<file path="config.mk">
export PLATFORM = sky130hd
export DESIGN_NAME = sseg_scan_controller
export DESIGN_NICKNAME = d
export VERILOG_FILES = /design/src/rtl/sseg_scan_controller_pkg.sv /design/src/rtl/sseg_refresh_timer.sv /design/src/rtl/sseg_scan_controller.sv
export SDC_FILE = /design/constraint.sdc
export NUM_CORES = 1
export LEC_CHECK = 0
export BUFFER_PORTS_ARGS = -buffer_cell sky130_fd_sc_hd__buf_4
export CAP_MARGIN = 20
export CORE_ASPECT_RATIO = 1.25
export CORE_MARGIN = 2
export CORE_UTILIZATION = 30
export CTS_BUF_LIST = sky130_fd_sc_hd__clkbuf_8
export DETAILED_ROUTE_END_ITERATION = 12
export GPL_TIMING_DRIVEN = 0
export PLACE_DENSITY = 0.52
export SETUP_SLACK_MARGIN = 0.02
export SYNTH_ARGS = -nofsm -noshare
export SYNTH_HDL_FRONTEND = slang
export SYNTH_HIERARCHICAL = 1
export SYNTH_SLANG_ARGS = --single-unit
</file>
<file path="constraint.sdc">
create_clock -name clkIn -period 7.3 [get_ports clkIn]
set_clock_uncertainty 0.2 [all_clocks]
set_input_delay 0.73 -clock clkIn [delete_from_list [all_inputs] [get_ports clkIn]]
set_output_delay 0.73 -clock clkIn [all_outputs]
set_load 0.1 [all_outputs]
</file>
<file path="src/rtl/sseg_scan_controller_pkg.sv">
// Shared definitions for the seven-segment display blocks.
// Contents: blank code, scan FSM state encoding, default digit count
// (shared with the segment driver).
package sseg_scan_controller_pkg;

    localparam int unsigned DEFAULT_DIGIT_COUNT = 8;

    // BCD code the driver renders as an unlit digit
    localparam logic [3:0] BCD_BLANK = 4'hF;

    typedef enum logic {
        IDLE = 1'b0,
        SCAN = 1'b1
    } scanState_t;

endpackage

</file>
<file path="src/rtl/sseg_refresh_timer.sv">
// Refresh slot timer: prescaler plus round-robin digit index.
// Ports:
//   clkIn, rstIn  clock, asynchronous active-high reset
//   enIn          advance the prescaler this cycle
//   clrIn         synchronously return prescaler and index to zero
//   idxOut        current digit index (registered)
//   slotEnd_c     last cycle of the current digit slot (combinational)
//   frameEnd_c    last cycle of the last digit's slot (combinational)
module sseg_refresh_timer #(
    parameter int unsigned DIGIT_COUNT = 8,
    parameter int unsigned REFRESH_DIV = 100000
) (
    input  logic                           clkIn,
    input  logic                           rstIn,
    input  logic                           enIn,
    input  logic                           clrIn,
    output logic [$clog2(DIGIT_COUNT)-1:0] idxOut,
    output logic                           slotEnd_c,
    output logic                           frameEnd_c
);

    localparam int unsigned IW = $clog2(DIGIT_COUNT);
    localparam int unsigned PW = $clog2(REFRESH_DIV);
    localparam logic [PW-1:0] PRESC_LAST = PW'(REFRESH_DIV - 1);
    localparam logic [IW-1:0] IDX_LAST   = IW'(DIGIT_COUNT - 1);

    logic [PW-1:0] presc;

    assign slotEnd_c  = enIn && !clrIn && (presc == PRESC_LAST);
    assign frameEnd_c = slotEnd_c && (idxOut == IDX_LAST);

    // Prescaler wraps at terminal count and steps the digit index
    always_ff @(posedge clkIn or posedge rstIn) begin
        if (rstIn) begin
            presc  <= '0;
            idxOut <= '0;
        end else if (clrIn) begin
            presc  <= '0;
            idxOut <= '0;
        end else if (enIn) begin
            if (presc == PRESC_LAST) begin
                presc  <= '0;
                idxOut <= (idxOut == IDX_LAST) ? '0 : idxOut + IW'(1);
            end else begin
                presc <= presc + PW'(1);
            end
        end
    end

endmodule

</file>
<file path="src/rtl/sseg_scan_controller.sv">
// Seven-segment scan scheduler: round-robins one BCD digit per refresh slot
// onto the driver, with shadow-register updates committed only between
// frames and optional leading-zero blanking.
// Ports:
//   clkIn, rstIn   clock, asynchronous active-high reset
//   enIn           1 = scan, 0 = idle with display blanked
//   loadIn         strobe capturing valueIn into the shadow register
//   valueIn        packed BCD, nibble k = digit k (digit 0 least significant)
//   selOut         digit select to the driver
//   bcdOut         BCD code to the driver, 4'hF = blank
//   frameDoneOut   pulse when the last digit's slot ends
//   pendingOut     shadow holds a value not yet committed
module sseg_scan_controller
    import sseg_scan_controller_pkg::*;
#(
    parameter int unsigned DIGIT_COUNT      = DEFAULT_DIGIT_COUNT,
    parameter int unsigned REFRESH_DIV      = 100000,
    parameter bit          BLANK_LEAD_ZEROS = 1'b1
) (
    input  logic                           clkIn,
    input  logic                           rstIn,
    input  logic                           enIn,
    input  logic                           loadIn,
    input  logic [4*DIGIT_COUNT-1:0]       valueIn,
    output logic [$clog2(DIGIT_COUNT)-1:0] selOut,
    output logic [3:0]                     bcdOut,
    output logic                           frameDoneOut,
    output logic                           pendingOut
);

    localparam int unsigned IW = $clog2(DIGIT_COUNT);
    localparam int unsigned VW = 4 * DIGIT_COUNT;

    scanState_t             state, stateNext;
    logic [VW-1:0]          shadow, shadowNext;
    logic [VW-1:0]          active, activeNext;
    logic [IW-1:0]          selNext;
    logic [IW-1:0]          idx;
    logic [3:0]             bcdNext;
    logic [3:0]             digitVal;
    logic                   digitBlank;
    logic                   frameDoneNext;
    logic                   pendingNext;
    logic                   slotStartQ, slotStartNext;
    logic                   scanning;
    logic                   commitWin;
    logic                   zeroAbove;
    logic                   slotEnd_c;
    logic                   frameEnd_c;
    logic [DIGIT_COUNT-1:0] blankMask;

    // Timer only runs while scanning is sustained; dropping enIn clears it at once
    assign scanning = (state == SCAN) && enIn;

    sseg_refresh_timer #(
        .DIGIT_COUNT (DIGIT_COUNT),
        .REFRESH_DIV (REFRESH_DIV)
    ) uTimer (
        .clkIn      (clkIn),
        .rstIn      (rstIn),
        .enIn       (scanning),
        .clrIn      (!scanning),
        .idxOut     (idx),
        .slotEnd_c  (slotEnd_c),
        .frameEnd_c (frameEnd_c)
    );

    // Next-state, commit, blanking and output selection
    always_comb begin
        stateNext     = state;
        selNext       = selOut;
        bcdNext       = bcdOut;
        frameDoneNext = 1'b0;
        slotStartNext = slotStartQ;
        shadowNext    = shadow;
        activeNext    = active;
        pendingNext   = pendingOut;
        zeroAbove     = 1'b1;
        blankMask     = '0;
        digitVal      = '0;
        digitBlank    = 1'b0;

        case (state)
            IDLE:    if (enIn)  stateNext = SCAN;
            SCAN:    if (!enIn) stateNext = IDLE;
            default: stateNext = IDLE;
        endcase

        // Nothing is on display in IDLE, so committing there cannot tear
        commitWin = (state == IDLE) || frameEnd_c;

        if (loadIn) begin
            shadowNext = valueIn;
            if (commitWin) begin
                activeNext  = valueIn;
                pendingNext = 1'b0;
            end else begin
                pendingNext = 1'b1;
            end
        end else if (commitWin && pendingOut) begin
            activeNext  = shadow;
            pendingNext = 1'b0;
        end

        // Walk down from the top nibble; digit 0 always shows
        for (int k = int'(DIGIT_COUNT) - 1; k >= 0; k--) begin
            zeroAbove    = zeroAbove && (active[4*k +: 4] == 4'h0);
            blankMask[k] = BLANK_LEAD_ZEROS && (k != 0) && zeroAbove;
        end

        for (int k = 0; k < int'(DIGIT_COUNT); k++) begin
            if (idx == IW'(k)) begin
                digitVal   = active[4*k +: 4];
                digitBlank = blankMask[k];
            end
        end

        // Outputs load at the first cycle of each slot, one cycle behind the timer
        if (!scanning) begin
            selNext       = '0;
            bcdNext       = BCD_BLANK;
            slotStartNext = 1'b1;
        end else begin
            slotStartNext = slotEnd_c;
            frameDoneNext = frameEnd_c;
            if (slotStartQ) begin
                selNext = idx;
                bcdNext = digitBlank ? BCD_BLANK : digitVal;
            end
        end
    end

    // State and registered outputs
    always_ff @(posedge clkIn or posedge rstIn) begin
        if (rstIn) begin
            state        <= IDLE;
            selOut       <= '0;
            bcdOut       <= BCD_BLANK;
            frameDoneOut <= 1'b0;
            pendingOut   <= 1'b0;
            shadow       <= '0;
            active       <= '0;
            slotStartQ   <= 1'b0;
        end else begin
            state        <= stateNext;
            selOut       <= selNext;
            bcdOut       <= bcdNext;
            frameDoneOut <= frameDoneNext;
            pendingOut   <= pendingNext;
            shadow       <= shadowNext;
            active       <= activeNext;
            slotStartQ   <= slotStartNext;
        end
    end

endmodule

</file>
==> results.sh, run 1 <==
export IMPL_peakVddDrop_mv=0.107
export IMPL_grtUsageTotal_pct=12.7
export IMPL_crit_fanout=10
export IMPL_nNetsFinal=412
export IMPL_holdCritPathClass="input pin to flip-flop"
export IMPL_pwr_share_comb_pct=13.4
export IMPL_post_route_period_util_pct=39.7
export IMPL_status="complete, no violations"
export IMPL_routed_via_density=4.90
export IMPL_synth_seq_cells=95
export IMPL_hold_viol=0
export IMPL_synth_top_area_share_pct=52.7
export IMPL_critPathLaunch="uTimer/presc[6]"
export IMPL_wl_per_cell_um=16.5
export IMPL_reg2reg_depth=8
export IMPL_yosysUniqueCellTypes=44
export IMPL_fill_cells=1422
export IMPL_cts_tree="yes"
export IMPL_drv_slew=0
export IMPL_syn_area_per_cell_um2=13.6
export IMPL_tns_ps=0
export IMPL_power_density_nw_per_um2=224
export IMPL_cts_made_buffers=9
export IMPL_syn_inst=317
export IMPL_layout_drive_gt1_share_pct=41.5
export IMPL_grt_pass1_vias=2899
export IMPL_root_buffer="clkbuf_8"
export IMPL_clock_sinks=95
export IMPL_rsz0062_at_grt="no"
export IMPL_timing_hold_ws_ps=289
export IMPL_r2r_slack_ps=4400
export IMPL_use_met2_pct=21.6
export IMPL_portBuffers=43
export IMPL_seq_area_um2=2380
export IMPL_place_ws_ps=4240
export IMPL_worstPathArrival_ps=2960
export IMPL_num_rows=49
export IMPL_fin_area_um2=5100
export IMPL_finalPower_mw=1.15
export IMPL_dieArea_um2=15400
export IMPL_pwr_share_clk_pct=31.9
export IMPL_antenna_found_initial=0
export IMPL_syn2layout_area_growth_pct=18.2
export IMPL_drt_drc_violations_left=0
export IMPL_cts_buffer_depth=2
export IMPL_diodes=0
export IMPL_dpl_hpwl_um=6840
export IMPL_crit_type="flip-flop to flip-flop"
export IMPL_grt_max_degree=75
export IMPL_relSlewSlack_pct=46.1
export IMPL_clkSlewWorstSetupHoldPaths_ps=80
export IMPL_vias=2714
export IMPL_ys_seq_area_share_pct=55.2
export IMPL_ys_flop_type="dfrtp_1"
export IMPL_crit_required_ps=7360
export IMPL_ys_top_cells_by_area="dfrtp_1, mux2_2, mux4_2"
export IMPL_wl_um=9120
export IMPL_netlist_area_um2=4320
export IMPL_coreArea_um2=14200
export IMPL_maxCapViolCount=0
export IMPL_intPower_mw=0.854
export IMPL_routabilityCongestion=0.760
export IMPL_grt_pass1_wl_um=15100
export IMPL_multi_input_area_um2=1800
export IMPL_yosysTopAreaCell="dfrtp_1"
export IMPL_grt_overflow_total=0
export IMPL_htree_num_levels=3
export IMPL_fin_crit_ps=2900
export IMPL_timing_fmax_ghz=0.345
export IMPL_tightest_slew_ps=808
export IMPL_first_pass_iters=4
export IMPL_synthArstFlopShare_pct=100
export IMPL_worstReg2RegStart="uTimer/presc[6]"
export IMPL_setup_worst_path_end_class="flip-flop"
export IMPL_fin_ws_ps=4400
export IMPL_place_area_um2=4890
export IMPL_ios=45
export IMPL_reg2reg_to="active[12]"
export IMPL_leakagePower_nw=2.07
export IMPL_insertion_delay_ps=370
export IMPL_seq_power_share_pct=54.7
export IMPL_cp_endpoint="active[12]"
export IMPL_yosysWarningCount=6
export IMPL_initial_core_util_pct=30.4
export IMPL_hp_start="enIn"
export IMPL_die_w_um=111
export IMPL_fp_dieH_um=138
export IMPL_grt_busiest_layer="met2"
export IMPL_ant_nets=0
export IMPL_worstSetupStartpointType="flip-flop"
export IMPL_syn_nets=356
export IMPL_drt_initial_drc_count=111
export IMPL_met3_usage_pct=2.81
export IMPL_switching_share_pct=25.5
export IMPL_power_switching_mw=0.292
export IMPL_finalSetupViolations=0
export IMPL_gr_usage_met1_pct=15.0
export IMPL_synth_edf_count=0
[flip-flops by register name, summed over array words and instances (netlist names), 3 cells and up]
signal / cells
active: 32
shadow: 32
uTimer/presc: 17
bcdOut: 4
selOut: 3
uTimer/idxOut: 3
[cell usage after synthesis (2+ instances only)]
cell       n
and4_2     2
ha_1       3
nor4_4     2
nand4_1    6
nor3b_1    2
mux2i_1    9
dfrtp_1   91
or3_1      2
nor4b_1    3
a31oi_1    5
o21ai_0    6
mux4_1     3
inv_1      6
or2_2      2
nor2_1    23
dfstp_2    4
nor4_2     2
xnor2_1   10
nand4_2    2
buf_6      5
nand3_1    8
a21oi_1    5
buf_4      3
nor3_1     7
buf_2      5
mux4_2     5
nor4_1     7
mux2_2    63
nand2_1    7
xor2_1     4
clkbuf_1   2
[power by group through the flow]
stage / sequential, mW / clock, mW / combinational, mW
finish: 0.627 / 0.365 / 0.154
global route: 0.635 / 0.402 / 0.169
CTS: 0.629 / 0.379 / 0.157
detailed placement: 0.640 / 0 / 0.156
global placement: 0.638 / 0 / 0.150
floorplan: 0.634 / 0 / 0.102
[worst min path at each step]
stage / endpoint / cells after the start
2_1_floorplan: shadow[31] / 1
3_3_place_gp: shadow[6] / 1
3_5_place_dp: shadow[7] / 1
4_1_cts: state / 1
5_1_grt: state / 1
6_report: state / 1
[per-stage QoR]
stage               cells  util, %
finish                554     35.9
detailed placement    539     34.4
global route          554     35.9
global placement      538     34.2
floorplan             317        -
CTS                   554     35.9
[area by class of cell]
type	count	share of cell area [%]
Buffer	15	2.18
Timing Repair Buffer	45	7.06
Multi-Input combinational cell	201	35.3
Clock inverter	5	1.50
Inverter	6	0.490
Clock buffer	9	2.43
Sequential cell	95	46.7
Tap cell	178	4.36
[cells in the final DEF, fill, tap and decap left out, types with 4 or more instances in the layout]
cell	count
dfrtp_1	91
mux2_2	63
buf_4	46
nor2_1	23
xnor2_1	10
mux2i_1	9
clkbuf_8	9
nand3_1	8
nand2_1	7
nor3_1	7
nor4_1	7
o21ai_0	6
nand4_1	6
inv_1	6
buf_2	5
buf_6	5
mux4_2	5
a31oi_1	5
a21oi_1	5
dfstp_2	4
xor2_1	4
[metal layers]
metal / up-vias / share of wire [%]
met5: - / 0
met4: 0 / 3.1
met3: 18 / 3.1
met2: 41 / 52
met1: 1384 / 41
li1: 1271 / -
[kinds of logic (layout without fill, tap and decap cells)]
kind of cell / count (synthesis) / count (layout) / share of synthesized area (%)
AO/OA/AOI/OAI: 23 / 23 / 3.45
flip-flops: 95 / 95 / 55.2
XOR/XNOR: 14 / 14 / 2.84
multiplexers: 81 / 81 / 23.2
buffers and inverters: 21 / 80 / 3.10
AND/OR/NAND/NOR: 80 / 80 / 11.4
adder cells (fa/ha/maj): 3 / 3 / 0.869
[critical path, stage by stage (launching register included)]
cell,delay [ps]
dfrtp_1,460
nor4b_1,420
and4_2,340
nand2_1,110
nor3b_1,260
inv_1,110
a21oi_2,270
buf_4,260
mux2_2,350
[what timing repair did]
action | in CTS | in global routing
hold endpoints to repair | 1 | 0
hold buffers | 1 | 0
resized for setup | 0 | 0
setup buffers | 0 | 0
Power figures use the tool's default switching activity.
==> inputs of run 2 (changes only) <==
- ABC_AREA: default -> 1
- PLACE_DENSITY: 0.52 -> 0.54
- clock period: 7.3 -> 2.5 ns (I/O delays scaled with it)
==> run 2 against run 1 <==
Effect of this change: the flow now finishes with violations (DRC); clock power grew to 3.2 times the previous value; first-iteration DRC count is 49% higher; die area is 3.4% higher; clock-buffer cell count is 1 higher; non-clock buffer count is 33 higher; global-route usage is 1.7 points higher; sequential share of layout area is 4.8 points lower; utilization is 3.4 points higher; synthesized cell count is 70% higher; power grew to 3.0 times the previous value; register-to-register slack worse by 4200 ps; cell count is 47% higher.
==> results.sh, run 2 <==
export IMPL_portBuffers=43
export IMPL_die_w_um=113
export IMPL_route_met3_wl_um=335
export IMPL_grt_pass1_wl_um=18200
export IMPL_ant_nets=0
export IMPL_dr_max_layer_used="met4"
export IMPL_dpl_hpwl_um=7620
export IMPL_diodes=0
export IMPL_tns_ps=0
export IMPL_grt_pass1_vias=3902
export IMPL_maxCapViolCount=0
export IMPL_crit_slowest_cell="dfrtp_1"
export IMPL_ys_seq_area_share_pct=53.3
export IMPL_yosysMostFrequentCell="nand2_1"
export IMPL_finalSetupViolations=0
export IMPL_layout_commonest_cell="nand2_1"
export IMPL_synth_top_area_share_pct=50.9
export IMPL_syn_inst=539
export IMPL_hold_viol=0
export IMPL_drv_slew=0
export IMPL_fp_dieH_um=140
export IMPL_ys_top_cells_by_area="dfrtp_1, nand2_1, nor2_1"
export IMPL_syn_area_per_cell_um2=8.29
export IMPL_htree_num_levels=3
export IMPL_layout_drive_gt1_share_pct=20.0
export IMPL_insertion_delay_ps=380
export IMPL_setup_worst_path_end_class="flip-flop"
export IMPL_fin_util_pct=39.3
export IMPL_crit_type="flip-flop to flip-flop"
export IMPL_coreArea_um2=14500
export IMPL_wl_met2_um=5510
export IMPL_syn2layout_area_growth_pct=27.2
export IMPL_holdCritPathClass="input pin to flip-flop"
export IMPL_path_buf_inv=3
export IMPL_synth_seq_cells=95
export IMPL_synth_edf_count=0
export IMPL_ys_flop_type="dfrtp_1"
export IMPL_status="finished, violations left"
export IMPL_syn_nets=578
export IMPL_peakVddDrop_mv=0.234
export IMPL_crit_fanout=10
export IMPL_antenna_found_initial=0
export IMPL_grt_max_degree=74
export IMPL_synth_common_cells="nand2_1, dfrtp_1, nor2_1"
export IMPL_cts_buffer_depth=2
export IMPL_routed_via_density=4.54
export IMPL_crit_required_ps=2600
export IMPL_cts_tree="yes"
export IMPL_slowest_delay_ps=380
export IMPL_netlist_area_um2=4470
export IMPL_yosysTopAreaCell="dfrtp_1"
export IMPL_worstSetupStartpointType="flip-flop"
export IMPL_fill_cells=1493
export IMPL_multi_input_area_um2=1840
export IMPL_relSlewSlack_pct=47.6
export IMPL_first_pass_iters=8
export IMPL_cp_depth=13
export IMPL_synthArstFlopShare_pct=100
export IMPL_num_rows=49
export IMPL_timing_hold_ws_ps=48.9
export IMPL_drt_initial_drc_count=165
export IMPL_final_cell_mix="nand2_1, dfrtp_1, nor2_1"
export IMPL_vias=3697
export IMPL_holdPathStages=3
export IMPL_seq_area_um2=2380
export IMPL_initial_core_util_pct=30.9
export IMPL_clkSlewWorstSetupHoldPaths_ps=90
export IMPL_power_density_nw_per_um2=607
export IMPL_ios=45
export IMPL_cts_made_buffers=9
export IMPL_grt_overflow_total=0
export IMPL_worstPathArrival_ps=2400
export IMPL_fin_crit_ps=2300
export IMPL_tightest_slew_ps=786
export IMPL_fin_cells=814
export IMPL_wl_per_cell_um=13.1
export IMPL_drt_drc_violations_left=4
export IMPL_met1_length_um=4550
export IMPL_place_inst=761
export IMPL_nNetsFinal=670
export IMPL_violations="DRC"
export IMPL_worstPathCellList="ha_1 -> nand2_1 -> inv_2 -> nand2_4 -> nor2_2 -> nand2_2 -> nor2_1 -> and3_1 -> inv_2 -> a21oi_4 -> buf_6 -> nor2_1 -> a31oi_1"
export IMPL_leakagePower_nw=2.69
export IMPL_clock_sinks=95
export IMPL_rsz0062_at_grt="yes"
export IMPL_dieArea_um2=15900
export IMPL_timing_fmax_ghz=0.434
export IMPL_post_route_period_util_pct=92.1
export IMPL_routabilityCongestion=0.879
export IMPL_yosysUniqueCellTypes=42
export IMPL_wl_um=10600
export IMPL_yosysWarningCount=6
export IMPL_grtUsageTotal_pct=14.4
export IMPL_reg_top3="active (32), shadow (32), uTimer/presc (17)"
export IMPL_root_buffer="clkbuf_8"
export IMPL_reg2reg_depth=13
export IMPL_crit_family="simple AND/OR/NAND/NOR gates"
run 2: cell families (layout without fill, tap and decap cells):
family                   count (synthesis)  in the layout  share of synthesized area (%)
AO/OA/AOI/OAI                           57             58                           7.58
adder cells (fa/ha/maj)                  3              3                          0.840
buffers and inverters                   70            166                           6.10
flip-flops                              95             95                           53.3
AND/OR/NAND/NOR                        307            307                           30.8
XOR/XNOR                                 7              7                           1.37
run 2: metrics by stage:
| step | power [mW] | worst slack [ps] | instance area [um^2] |
|---|---|---|---|
| after floorplan | 2.10 | 147 | 4470 |
| after global placement | 2.26 | -762 | 5020 |
| after detailed placement | 2.28 | -235 | 5050 |
| after CTS | 3.50 | 24.8 | 5640 |
| after global routing | 3.64 | 4.47 | 5690 |
| final | 3.45 | 197 | 5690 |
run 2: area by class of cell:
cell class / instances / share of cell area, %
plain buffers: 13 / 1.34
clock buffers: 10 / 2.42
clock inverters: 6 / 1.63
well taps: 178 / 3.92
flip-flops and latches: 95 / 41.9
inverters: 57 / 3.96
repair buffers: 80 / 12.5
multi-input cells: 375 / 32.4
run 2: worst register-to-register path, stage by stage (launching register included):
cell and delay (ps):
dfrtp_1 380, ha_1 200, nand2_1 80, inv_2 80
nand2_4 60, nor2_2 110, nand2_2 110, nor2_1 130
and3_1 190, inv_2 80, a21oi_4 230, buf_6 190
nor2_1 50, a31oi_1 140
run 2: per-layer routing:
layer	global-route usage [%]	up-vias
li1	-	1888
met1	16.4	1737
met3	3.16	19
met5	0	-
met4	6.80	0
met2	25.4	53
run 2: worst paths after layout:
kind                                  from               to  slack [ps]
setup / recovery           uTimer/presc[0]       active[19]         200
hold / removal                      loadIn       shadow[31]          50
setup reg to reg           uTimer/presc[0]       active[19]         200
hold reg to reg                 shadow[25]       shadow[25]         280
max in group asynchronous            rstIn  uTimer/presc[1]        1210
min in group asynchronous            rstIn            state         100
run 2: where the power goes:
part	internal, mW	total [mW]	switching [mW]
registers	1.67	1.75	0.0785
logic	0.204	0.545	0.341
clock network	0.595	1.15	0.559
run 2: timing repair:
item,CTS,global route
hold buffers,35,0
pin swaps,0,1
hold endpoints to repair,137,0
gates resized for setup,8,18
buffers inserted,0,1
cloned,0,1
endpoints found under the setup margin,32,32
